===== src/rtl/mux_rr_arbiter_pkg.sv =====
// rtl/mux_rr_arbiter_pkg.sv - shared defaults and grant type for the round-robin mux arbiter (optional ARB_LOCK_EN)
package mux_arb_pkg;

   localparam int WIDTH_DEFAULT    = 64;
   localparam int LOCK_MAX_DEFAULT = 4;

   // Grant value doubles as the datapath mux select
   typedef enum logic {
      GRANT_0 = 1'b0,
      GRANT_1 = 1'b1
   } grant_t;

endpackage


===== src/rtl/mux_rr_arbiter_if.sv =====
// rtl/mux_rr_arbiter_if.sv - requester and output handshake bundle; lock inputs exist only with ARB_LOCK_EN
interface mux_rr_arbiter_if #(
   parameter int WIDTH = mux_arb_pkg::WIDTH_DEFAULT
);
   logic             req_valid_0;
   logic [WIDTH-1:0] req_data_0;
   logic             req_ready_0;
   logic             req_valid_1;
   logic [WIDTH-1:0] req_data_1;
   logic             req_ready_1;
   logic             select;
   logic             out_valid;
   logic [WIDTH-1:0] out_data;
   logic             out_ready;
`ifdef ARB_LOCK_EN
   logic             req_lock_0;
   logic             req_lock_1;
`endif

   // Arbiter side
   modport slave (
      input  req_valid_0, req_data_0, req_valid_1, req_data_1, out_ready,
`ifdef ARB_LOCK_EN
      input  req_lock_0, req_lock_1,
`endif
      output req_ready_0, req_ready_1, select, out_valid, out_data
   );

   // Producer/consumer side
   modport master (
      output req_valid_0, req_data_0, req_valid_1, req_data_1, out_ready,
`ifdef ARB_LOCK_EN
      output req_lock_0, req_lock_1,
`endif
      input  req_ready_0, req_ready_1, select, out_valid, out_data
   );
endinterface


===== src/rtl/mux_rr_arbiter_mux2.sv =====
// rtl/mux_rr_arbiter_mux2.sv - 2:1 datapath multiplexer shared by the two requesters
module mux2 #(
   parameter int WIDTH = mux_arb_pkg::WIDTH_DEFAULT
) (
   input  logic             i_sel,
   input  logic [WIDTH-1:0] i_data_0,
   input  logic [WIDTH-1:0] i_data_1,
   output logic [WIDTH-1:0] o_data
);
   assign o_data = i_sel ? i_data_1 : i_data_0;
endmodule


===== src/rtl/mux_rr_arbiter_rr_pick2.sv =====
// rtl/mux_rr_arbiter_rr_pick2.sv - combinational two-way round-robin picker; lock override with ARB_LOCK_EN
module rr_pick2
   import mux_arb_pkg::*;
(
   input  logic [1:0] i_valid,
   input  grant_t     i_last,
`ifdef ARB_LOCK_EN
   input  logic       i_locked,
   input  grant_t     i_owner,
`endif
   output grant_t     o_gnt,
   output logic       o_gnt_valid
);
   // A locked owner pins the grant; otherwise the requester not served last wins a tie
   always_comb begin
      o_gnt       = GRANT_0;
      o_gnt_valid = 1'b0;
`ifdef ARB_LOCK_EN
      if (i_locked) begin
         o_gnt       = i_owner;
         o_gnt_valid = (i_owner == GRANT_1) ? i_valid[1] : i_valid[0];
      end else begin
`else
      begin
`endif
         case (i_valid)
            2'b01: begin
               o_gnt       = GRANT_0;
               o_gnt_valid = 1'b1;
            end
            2'b10: begin
               o_gnt       = GRANT_1;
               o_gnt_valid = 1'b1;
            end
            2'b11: begin
               o_gnt       = (i_last == GRANT_1) ? GRANT_0 : GRANT_1;
               o_gnt_valid = 1'b1;
            end
            default: begin
               o_gnt       = GRANT_0;
               o_gnt_valid = 1'b0;
            end
         endcase
      end
   end
endmodule


===== src/rtl/mux_rr_arbiter.sv =====
// rtl/mux_rr_arbiter.sv - round-robin arbiter feeding one registered output stage; ARB_LOCK_EN adds bounded locking
module mux_rr_arbiter
   import mux_arb_pkg::*;
#(
   parameter int WIDTH    = WIDTH_DEFAULT,
   parameter int LOCK_MAX = LOCK_MAX_DEFAULT
) (
   input  logic                 clk,
   input  logic                 reset,
   mux_rr_arbiter_if.slave      bus
);
   logic             w_accept;
   logic             w_take;
   grant_t           w_gnt;
   logic             w_gnt_valid;
   logic [WIDTH-1:0] w_mux_data;

   logic             r_out_valid;
   logic [WIDTH-1:0] r_out_data;
   grant_t           r_select;
   grant_t           r_last;

   // Output stage can take a word when empty or being drained this cycle
   assign w_accept = !r_out_valid || bus.out_ready;
   assign w_take   = w_accept && w_gnt_valid;

`ifdef ARB_LOCK_EN
   localparam int CW = $clog2(LOCK_MAX + 1);

   logic          r_locked;
   grant_t        r_owner;
   logic [CW-1:0] r_lock_cnt;
   logic [CW-1:0] w_cnt_inc;
   logic          w_lock_req;

   assign w_lock_req = (w_gnt == GRANT_1) ? bus.req_lock_1 : bus.req_lock_0;
   assign w_cnt_inc  = (r_locked ? r_lock_cnt : '0) + CW'(1);

   // Lock holds while beats arrive with lock set, up to LOCK_MAX beats in a row
   always_ff @(posedge clk or posedge reset) begin
      if (reset) begin
         r_locked   <= 1'b0;
         r_owner    <= GRANT_0;
         r_lock_cnt <= '0;
      end else if (w_take) begin
         if (w_lock_req && (w_cnt_inc != CW'(LOCK_MAX))) begin
            r_locked   <= 1'b1;
            r_owner    <= w_gnt;
            r_lock_cnt <= w_cnt_inc;
         end else begin
            r_locked   <= 1'b0;
            r_lock_cnt <= '0;
         end
      end
   end
`endif

   rr_pick2 u_pick (
      .i_valid     ({bus.req_valid_1, bus.req_valid_0}),
      .i_last      (r_last),
`ifdef ARB_LOCK_EN
      .i_locked    (r_locked),
      .i_owner     (r_owner),
`endif
      .o_gnt       (w_gnt),
      .o_gnt_valid (w_gnt_valid)
   );

   mux2 #(.WIDTH(WIDTH)) u_mux (
      .i_sel    (w_gnt),
      .i_data_0 (bus.req_data_0),
      .i_data_1 (bus.req_data_1),
      .o_data   (w_mux_data)
   );

   assign bus.req_ready_0 = w_take && bus.req_valid_0 && (w_gnt == GRANT_0);
   assign bus.req_ready_1 = w_take && bus.req_valid_1 && (w_gnt == GRANT_1);
   assign bus.select      = r_select;
   assign bus.out_valid   = r_out_valid;
   assign bus.out_data    = r_out_data;

   // Load the granted word, or empty the stage when drained with nothing to refill
   always_ff @(posedge clk or posedge reset) begin
      if (reset) begin
         r_out_valid <= 1'b0;
         r_out_data  <= '0;
         r_select    <= GRANT_0;
         r_last      <= GRANT_1;
      end else if (w_take) begin
         r_out_valid <= 1'b1;
         r_out_data  <= w_mux_data;
         r_select    <= w_gnt;
         r_last      <= w_gnt;
      end else if (bus.out_ready && r_out_valid) begin
         r_out_valid <= 1'b0;
      end
   end
endmodule

===== src/flat_wrapper.sv =====
// flat-port wrapper written by rule: the top's interface ports become plain ports
module mux_rr_arbiter_flat import mux_arb_pkg::*;
#(
   parameter int WIDTH    = WIDTH_DEFAULT,
   parameter int LOCK_MAX = LOCK_MAX_DEFAULT
)
  (clk, reset, bus_req_valid_0, bus_req_data_0, bus_req_valid_1, bus_req_data_1, bus_out_ready, bus_req_ready_0, bus_req_ready_1, bus_select, bus_out_valid, bus_out_data);
  mux_rr_arbiter_if #(.WIDTH(WIDTH)) bus_i ();
  input  logic clk;
  input  logic reset;
  input wire logic [$bits(bus_i.req_valid_0)-1:0] bus_req_valid_0;
  input wire logic [$bits(bus_i.req_data_0)-1:0] bus_req_data_0;
  input wire logic [$bits(bus_i.req_valid_1)-1:0] bus_req_valid_1;
  input wire logic [$bits(bus_i.req_data_1)-1:0] bus_req_data_1;
  input wire logic [$bits(bus_i.out_ready)-1:0] bus_out_ready;
  output wire logic [$bits(bus_i.req_ready_0)-1:0] bus_req_ready_0;
  output wire logic [$bits(bus_i.req_ready_1)-1:0] bus_req_ready_1;
  output wire logic [$bits(bus_i.select)-1:0] bus_select;
  output wire logic [$bits(bus_i.out_valid)-1:0] bus_out_valid;
  output wire logic [$bits(bus_i.out_data)-1:0] bus_out_data;
  assign bus_i.req_valid_0 = bus_req_valid_0;
  assign bus_i.req_data_0 = bus_req_data_0;
  assign bus_i.req_valid_1 = bus_req_valid_1;
  assign bus_i.req_data_1 = bus_req_data_1;
  assign bus_i.out_ready = bus_out_ready;
  assign bus_req_ready_0 = bus_i.req_ready_0;
  assign bus_req_ready_1 = bus_i.req_ready_1;
  assign bus_select = bus_i.select;
  assign bus_out_valid = bus_i.out_valid;
  assign bus_out_data = bus_i.out_data;
  mux_rr_arbiter #(.WIDTH(WIDTH), .LOCK_MAX(LOCK_MAX)) u_core (.clk(clk), .reset(reset), .bus(bus_i));
endmodule

===== config.mk =====
export PLATFORM = sky130hd
export DESIGN_NAME = mux_rr_arbiter_flat
export DESIGN_NICKNAME = d
export VERILOG_FILES = /design/src/rtl/mux_rr_arbiter_pkg.sv /design/src/rtl/mux_rr_arbiter_if.sv /design/src/rtl/mux_rr_arbiter_mux2.sv /design/src/rtl/mux_rr_arbiter_rr_pick2.sv /design/src/rtl/mux_rr_arbiter.sv /design/src/flat_wrapper.sv
export SDC_FILE = /design/constraint.sdc
export NUM_CORES = 1
export LEC_CHECK = 0
export ABC_CLOCK_PERIOD_IN_PS = 2850
export CAP_MARGIN = 0
export CORE_ASPECT_RATIO = 0.6
export CORE_MARGIN = 2
export CORE_UTILIZATION = 38
export DETAILED_ROUTE_END_ITERATION = 8
export GPL_TIMING_DRIVEN = 0
export PLACE_DENSITY = 0.88
export SYNTH_ARGS = -nofsm -noshare
export SYNTH_HDL_FRONTEND = slang
export SYNTH_SLANG_ARGS = --single-unit

===== constraint.sdc =====
create_clock -name clk -period 2.85 [get_ports clk]
set_clock_uncertainty 0.15 [all_clocks]
set_input_delay 0.57 -clock clk [delete_from_list [all_inputs] [get_ports clk]]
set_output_delay 0.57 -clock clk [all_outputs]
set_load 0.01 [all_outputs]

# --- After elaboration in Yosys (flattened, before gate mapping) ---
# Index checks and enable logic that the tools add are counted.
classes:
  add_sub_neg: 0
  mul: 0
  div: 0
  n_lt_le_gt_ge: 0
  eq_ne: 3
  shifts: 0
  mux: 6
  n_bitwise: 1
  reduce_logical: 10
op_table:
  columns: ["op", "count"]
  rows:
  - ["64-bit 2-to-1 mux", 1]
  - ["1-bit logical AND", 6]
  - ["2-bit equality test, second input constant", 2]
  - ["1-bit 2-to-1 mux", 4]
  - ["3-bit OR reduction", 1]
  - ["2-bit by 1-bit equality test with 1-bit output, second input constant", 1]
  - ["1-bit one-hot mux with 2 select lines", 1]
  - ["2-bit nonzero test", 1]
  - ["1-bit logical NOT", 1]
  - ["1-bit logical OR", 1]
  - ["1-bit inverter", 1]
totals:
  regBits: 67
  latch_bits: 0
  ramBits: 0
  romBits: 0
  in_bits: 133
  output_inout_bits: 68
  elab_cells: 24
  n_memories: 0

# --- Logic depth before layout (Yosys ltp) ---
# Gate-level depths: netlist of the first run.
depth:
  word_depth: 6
  ltp_mapped: 6

# --- Modules after synthesis ---
# From an unflattened synthesis of the first run, not the netlist that was laid out.
unflattened:
  hier_cells: 220
  hier_area_um2: 3678.5
modules_own_cells:
  columns: ["module", "instances", "cells_each", "area_each_um2"]
  rows:
  - ["mux_rr_arbiter", 1, 147, 2587.5]
  - ["mux2", 1, 71, 1077.3]
  - ["rr_pick2", 1, 2, 13.8]

# --- Worst setup path after synthesis of the first run ---
# OpenSTA, ideal clock, no wires.
synth_timing:
  path_kind: "in2out"
  from: "input bus_req_valid_1"
  to: "output bus_req_ready_0"
  t_arrival_ns: 1.382
  required_ns: 2.130
  slack_ns: 0.748
  cell_stages: 4
  path_buffers: 2
  path_cell_list: "a21bo_2 > buf_4 > clkbuf_1 > and3_1"
synth_via:
  elab_chain_len: 6
synth_lines:
  columns: ["item", "line", "source"]
  rows:
  - ["start: declaration", "flat_wrapper.sv:13", "input wire logic [$bits(bus_i.req_valid_1)-1:0] bus_req_valid_1;"]
  - ["2-bit equality test / 2-bit by 1-bit equality test with 1-bit output (equally long branches)", "mux_rr_arbiter_rr_pick2.sv:26", "case (i_valid)"]
  - ["3-bit OR reduction (no source line)", null, null]
  - ["1-bit 2-to-1 mux", "mux_rr_arbiter_rr_pick2.sv:26", null]
  - ["1-bit logical AND", "mux_rr_arbiter.sv:25", "assign w_take = w_accept && w_gnt_valid;"]
  - ["1-bit logical AND", "mux_rr_arbiter.sv:76", "assign bus.req_ready_0 = w_take && bus.req_valid_0 && (w_gnt == GRANT_0);"]
  - ["1-bit logical AND (*)", "mux_rr_arbiter.sv:76", null]
  - ["end: declaration", "flat_wrapper.sv:16", "output wire logic [$bits(bus_i.req_ready_0)-1:0] bus_req_ready_0;"]
# Every way passes the cells marked *; elsewhere a longest branch is shown, timed or not.

# --- Worst setup path after layout of the first run ---
# Ends and elaborated chain as after synthesis.

==> results.sh, run 1 <==
export IMPL_syn2layout_area_growth_pct=76.63
export IMPL_htree_levels=3
export IMPL_drcViolationCount=0
export IMPL_ant_nets=0
export IMPL_path_cells="clkdlybuf4s50_1 -> a21bo_2 -> buf_8 -> and3_1 -> dlygate4sd2_1"
export IMPL_arrival_ps=1960
export IMPL_synth_flop_cell="dfrtp_1"
export IMPL_num_antenna_cells=0
export IMPL_ir_drop_v=0.0002584
export IMPL_pre_cts_slack_ps=-515.1
export IMPL_dieHeight_um=76.17
export IMPL_critPathMaxStageDelay_ps=520
export IMPL_rrSetupSlack_ps=1020
export IMPL_ys_async_sr_fraction=1.000
export IMPL_synth_distinct_cells=19
export IMPL_ctsHoldBuffers=0
export IMPL_grt_overflow=0
export IMPL_p_total_mw=3.538
export IMPL_leakage_nw=2.368
export IMPL_rsz0062_at_grt="false"
export IMPL_antenna_found_initial=0
export IMPL_rr_startpoint="u_core.r_last"
export IMPL_yosysTopAreaCellShare=0.5008
export IMPL_wire_per_inst_um=16.61
export IMPL_place_congestion=0.8377
export IMPL_final_util=0.6888
export IMPL_yosys_warnings=0
export IMPL_die_area_sq_um=9465
export IMPL_routed_wirelength_um=11640
export IMPL_cts_tree="yes"
export IMPL_min_path_type="flip-flop to flip-flop"
export IMPL_rows=26
export IMPL_num_vias=3633
export IMPL_cap_violations=0
export IMPL_first_iter_violations=277
export IMPL_port_buffers=200
export IMPL_syn_cell_area_sq_um=3298
export IMPL_grt_max_degree=36
export IMPL_p_per_area_nw_per_um2=607.4
export IMPL_startpoint_type="primary input"
export IMPL_grt_usage=0.2471
export IMPL_maxSlewHeadroom=0.4968
export IMPL_initial_core_util=0.3899
export IMPL_cts_root_buf="clkbuf_16"
export IMPL_synth_area_top_cells="dfrtp_1, nand2_1, a21oi_1, a31oi_1, a31oi_2"
export IMPL_hold_slack_ps=329.8
export IMPL_drive_gt1_frac=0.1070
export IMPL_cp_required_ps=2130
export IMPL_die_w_um=124.3
export IMPL_synthesis_nets=506
export IMPL_path_clk_slew_ps=60
export IMPL_min_period_over_period=0.9419
export IMPL_dr_pass1_iters=5
export IMPL_fmax_ghz=0.3725
export IMPL_yosysMostFrequentCell="nand2_1"
export IMPL_finalHoldViolCount=0
export IMPL_whs_path_depth=1
export IMPL_period_minus_slack_ps=2684
export IMPL_ios=201
export IMPL_ys_ff_latch=67
export IMPL_status="completed"
export IMPL_critPathCapture="bus_req_ready_0"
export IMPL_grt_pass1_vias=3664
export IMPL_cts_inserted_buffers=9
export IMPL_synthCells=373
export IMPL_synth_area_leader_cell="dfrtp_1"
export IMPL_crit_type="primary input to output pin"
export IMPL_end_kind="output pin"
export IMPL_crit_slowest_cell="clkdlybuf4s50_1"
export IMPL_dp_hpwl_um=8789
export IMPL_grt_pass1_wl_um=18910
export IMPL_clockBufferDepth=2
export IMPL_worst_slack_ps=165.6
export IMPL_final_setup_viol_count=0
export IMPL_synth_seq_area_share=0.5087
export IMPL_critical_path_max_fanout=19
export IMPL_syn_avg_cell_area_sq_um=8.842
export IMPL_reg2reg_depth=5
export IMPL_clkSinkCount=67
export IMPL_tightest_slew_ps=753.7
export IMPL_rr_endpoint="u_core.bus.out_data[58]"
export IMPL_startpoint="bus_req_valid_1"
export IMPL_clock_latency_ps=320
export IMPL_synth_commonest_cells="nand2_1, dfrtp_1, a21oi_1"
export IMPL_synth_edff_count=0
export IMPL_drv_slew=0
export IMPL_core_sq_um=8458
export IMPL_avgViaCountPerCell=5.183
export IMPL_finalNetCount=717
==> registers in the layout, indices dropped and copies added (netlist names) <==
| register | cells |
|---|---|
| u_core.bus.select | 1 |
| u_core.r_last | 1 |
| u_core.bus.out_data | 64 |
| u_core.bus.out_valid | 1 |
==> critical path: cells and delay by family <==
family,cells,cell delay [ps]
buffers and inverters,3,970
AO/OA/AOI/OAI,1,260
AND/OR/NAND/NOR,1,160
==> final cells by class <==
class	count	area, sq um
inverters	1	3.754
flip-flops and latches	67	1678
repair buffers	202	2027
fillers	655	2633
well taps	112	140.1
multi-input cells	268	1411
clock buffers	12	246.5
plain buffers	35	221.5
clock inverters	4	97.59
==> stage by stage <==
| stage | area [sq um] | setup TNS, ps | cells |
|---|---|---|---|
| 3_5_place_dp | 5460 | -895.5 | 686 |
| 6_report | 5826 | 0 | 701 |
| 3_3_place_gp | 5440 | -46690 | 685 |
| 2_1_floorplan | 3298 | 0 | 373 |
| 5_1_grt | 5826 | 0 | 701 |
| 4_1_cts | 5826 | 0 | 701 |
==> where the power goes <==
| group | internal [mW] | switching [mW] | leakage [nW] |
|---|---|---|---|
| logic | 0.591 | 0.461 | 1.45 |
| registers | 1.11 | 0.0980 | 0.752 |
| clock network | 0.879 | 0.397 | 0.163 |
| total | 2.58 | 0.956 | 2.37 |
==> layout by cell type, fill, tap and decap left out, types with 2 or more instances in the layout <==
cell type        netlist  routed
buf_4                  1       3
buf_6                  7       7
and2_1                 2       2
clkbuf_1              13      12
a21oi_1               65      65
a31oi_1               45      45
a31oi_2               20      20
buf_2                 14      12
bufinv_16              0       3
buf_1                  2       2
dlygate4sd2_1          0       2
clkdlybuf4s50_1        0     198
nand2_1              129     129
clkbuf_16              0       9
dfrtp_1               66      66
==> how the worst min path moves through the flow <==
stage | from | endpoint | slack (ps)
finish | u_core.bus.select | u_core.bus.select | 330
global route | u_core.bus.select | u_core.bus.select | 340
CTS | u_core.bus.select | u_core.bus.select | 330
detailed placement | u_core.bus.select | u_core.bus.select | 320
global placement | u_core.bus.select | u_core.bus.select | 310
floorplan | u_core.r_last | u_core.r_last | 360
==> per-layer routing <==
layer	wire [um]	track usage	vias to the layer above
li1	-	-	1721
met1	4864	0.3051	1721
met2	5527	0.4148	177
met3	1087	0.08497	14
met4	162	0.06854	0
met5	0	0	-
==> repair_timing <==
action | in CTS | in global routing
buffers inserted | 1 | 0
setup endpoints to repair | 2 | 0
resized for setup | 10 | 0
==> kinds of logic after synthesis <==
group           share of synthesized area
buf+inv                           0.06563
simple gates                       0.1582
flops                              0.5087
compound gates                     0.2675
Power figures use the tool's default switching activity.
==> inputs of run 2 (changes only) <==
SLEW_MARGIN = 10   (was unset)
==> run 2 against run 1 <==
Against the previous run: register-to-register slack barely moved; routed wire length fell by 0.79%; clock power fell by 16%; combinational power barely moved; fmax rose by 0.20%; worst hold slack improved by 2.9 ps; total power fell by 5.7%; non-clock buffer count did not move; sequential power barely moved; first-iteration DRC count fell by 27%; via count rose by 0.85%; die area did not move.
==> results.sh, run 2 (synthesis results as in run 1) <==
export IMPL_grt_pass1_vias=3683
export IMPL_combPwrFrac=0.315
export IMPL_final_setup_viol_count=0
export IMPL_largest_register_ff_count=64
export IMPL_internal_power_mw=2.382
export IMPL_clockBufferDepth=2
export IMPL_die_w_um=124.3
export IMPL_drive_gt1_frac=0.1053
export IMPL_initial_core_util=0.3899
export IMPL_htree_levels=3
export IMPL_dp_hpwl_um=8844
export IMPL_syn2layout_area_growth_pct=75.19
export IMPL_drv_slew=0
export IMPL_path_clk_slew_ps=60
export IMPL_final_common_cell="clkdlybuf4s50_1"
export IMPL_period_minus_slack_ps=2679
export IMPL_clkSinkCount=67
export IMPL_whs_path_depth=1
export IMPL_p_sw_frac=0.2861
export IMPL_avgViaCountPerCell=5.227
export IMPL_wire_per_inst_um=16.48
export IMPL_setup_tns_ps=0
export IMPL_end_kind="output pin"
export IMPL_antenna_found_initial=0
export IMPL_num_antenna_cells=0
export IMPL_pwr_share_clk=0.322
export IMPL_rows=26
export IMPL_drcViolationCount=0
export IMPL_p_switching_mw=0.9548
export IMPL_fill_cells=660
export IMPL_rr_startpoint="u_core.r_last"
export IMPL_grt_max_degree=36
export IMPL_worst_slack_ps=171.1
export IMPL_startpoint_type="primary input"
export IMPL_tightest_slew_ps=499.1
export IMPL_fmax_ghz=0.3733
export IMPL_first_iter_violations=202
export IMPL_cts_inserted_buffers=9
export IMPL_core_sq_um=8458
export IMPL_status="completed"
export IMPL_port_buffers=200
export IMPL_min_period_over_period=0.9400
export IMPL_num_vias=3664
export IMPL_crit_type="primary input to output pin"
export IMPL_finalNetCount=717
export IMPL_cap_violations=0
export IMPL_grt_pass1_wl_um=18880
export IMPL_cts_tree="yes"
export IMPL_die_area_sq_um=9465
export IMPL_place_congestion=0.8377
export IMPL_hold_end="u_core.bus.select"
export IMPL_grt_overflow=0
export IMPL_maxSlewHeadroom=0.6672
export IMPL_rrSetupSlack_ps=1010
export IMPL_layout_common_cells="clkdlybuf4s50_1, nand2_1, dfrtp_1, a21oi_1, a31oi_1"
export IMPL_reg2reg_depth=5
export IMPL_grt_usage=0.2482
export IMPL_p_per_area_nw_per_um2=577.6
export IMPL_min_path_type="flip-flop to flip-flop"
export IMPL_leakage_nw=2.345
export IMPL_critical_path_max_fanout=19
export IMPL_dieHeight_um=76.17
export IMPL_arrival_ps=1960
export IMPL_cp_required_ps=2130
export IMPL_cts_root_buf="clkbuf_16"
export IMPL_ctsHoldBuffers=0
export IMPL_rr_endpoint="u_core.bus.out_data[58]"
export IMPL_routed_wirelength_um=11550
export IMPL_finalHoldViolCount=0
export IMPL_seqPwrFrac=0.362
export IMPL_rsz0062_at_grt="false"
export IMPL_ios=201
export IMPL_ir_drop_v=0.0002753
export IMPL_dr_pass1_iters=6
export IMPL_ant_nets=0
export IMPL_pre_cts_slack_ps=-518.8
export IMPL_clock_latency_ps=320
export IMPL_hp_start="u_core.bus.select"
## run 2: changes by cell type in the layout (fill, tap and decap cells not counted), sizes merged
cell	delta
bufinv	-2
clkinv	+2
## run 2: how the worst max path moves through the flow
stage	from	to	slack, ps
after floorplan	reset	u_core.bus.out_data[0]	450
after global placement	reset	u_core.bus.out_data[12]	-700
after detailed placement	bus_req_valid_0	bus_req_ready_0	-520
after CTS	bus_req_valid_1	bus_req_ready_0	170
after global routing	bus_req_valid_1	bus_req_ready_0	120
final	bus_req_valid_1	bus_req_ready_0	170
## run 2: area by class of cell
cell class / instances / area [sq um] / area share
repair buffers: 202 / 2027 / 0.3508
flip-flops and latches: 67 / 1678 / 0.2904
multi-input cells: 268 / 1411 / 0.2443
clock buffers: 12 / 236.5 / 0.04093
plain buffers: 35 / 227.7 / 0.03941
well taps: 112 / 140.1 / 0.02425
clock inverters: 4 / 51.30 / 0.008878
inverters: 1 / 6.256 / 0.001083
## run 2: critical path: stages
cell and delay, ps:
clkdlybuf4s50_1 510, a21bo_2 260, buf_8 160, and3_1 160
dlygate4sd2_1 290
## run 2: power by group through the flow
stage                     Combinational [mW]  Clock (mW)  Sequential, mW
after CTS                               1.06        1.10            1.21
after detailed placement                1.05           0            1.22
final                                   1.05        1.08            1.21
after global routing                    1.14        1.15            1.23
after floorplan                        0.360           0            1.28
after global placement                  1.02           0            1.21
## run 2: through the flow
stage          hold slack (ps)  total power, mW  instances  cell area [sq um]    util
3_5_place_dp             318.8            2.269        686               5463  0.6459
5_1_grt                  335.4            3.513        701               5778  0.6831
2_1_floorplan            361.2            1.643        373               3298       -
4_1_cts                  331.2            3.362        701               5778  0.6831
3_3_place_gp             310.9            2.235        685               5440  0.6432
6_report                 332.7            3.337        701               5778  0.6831
## run 2: layer usage
layer,GRT usage,wire length (um)
met1,0.3050,4748
met2,0.4169,5451
met3,0.08567,1183
met4,0.07191,167
met5,0,0
## run 2: timing repair
item                                    4_1_cts  5_1_grt
endpoints found under the setup margin        2        0
setup buffers                                 1        0
resized for setup                            11        0
==> inputs of run 3 (changes only) <==
ABC_AREA = 0   (was unset)
==> results of run 3 <==
No change in the layout: final DEF, timing and power equal those of run 2.
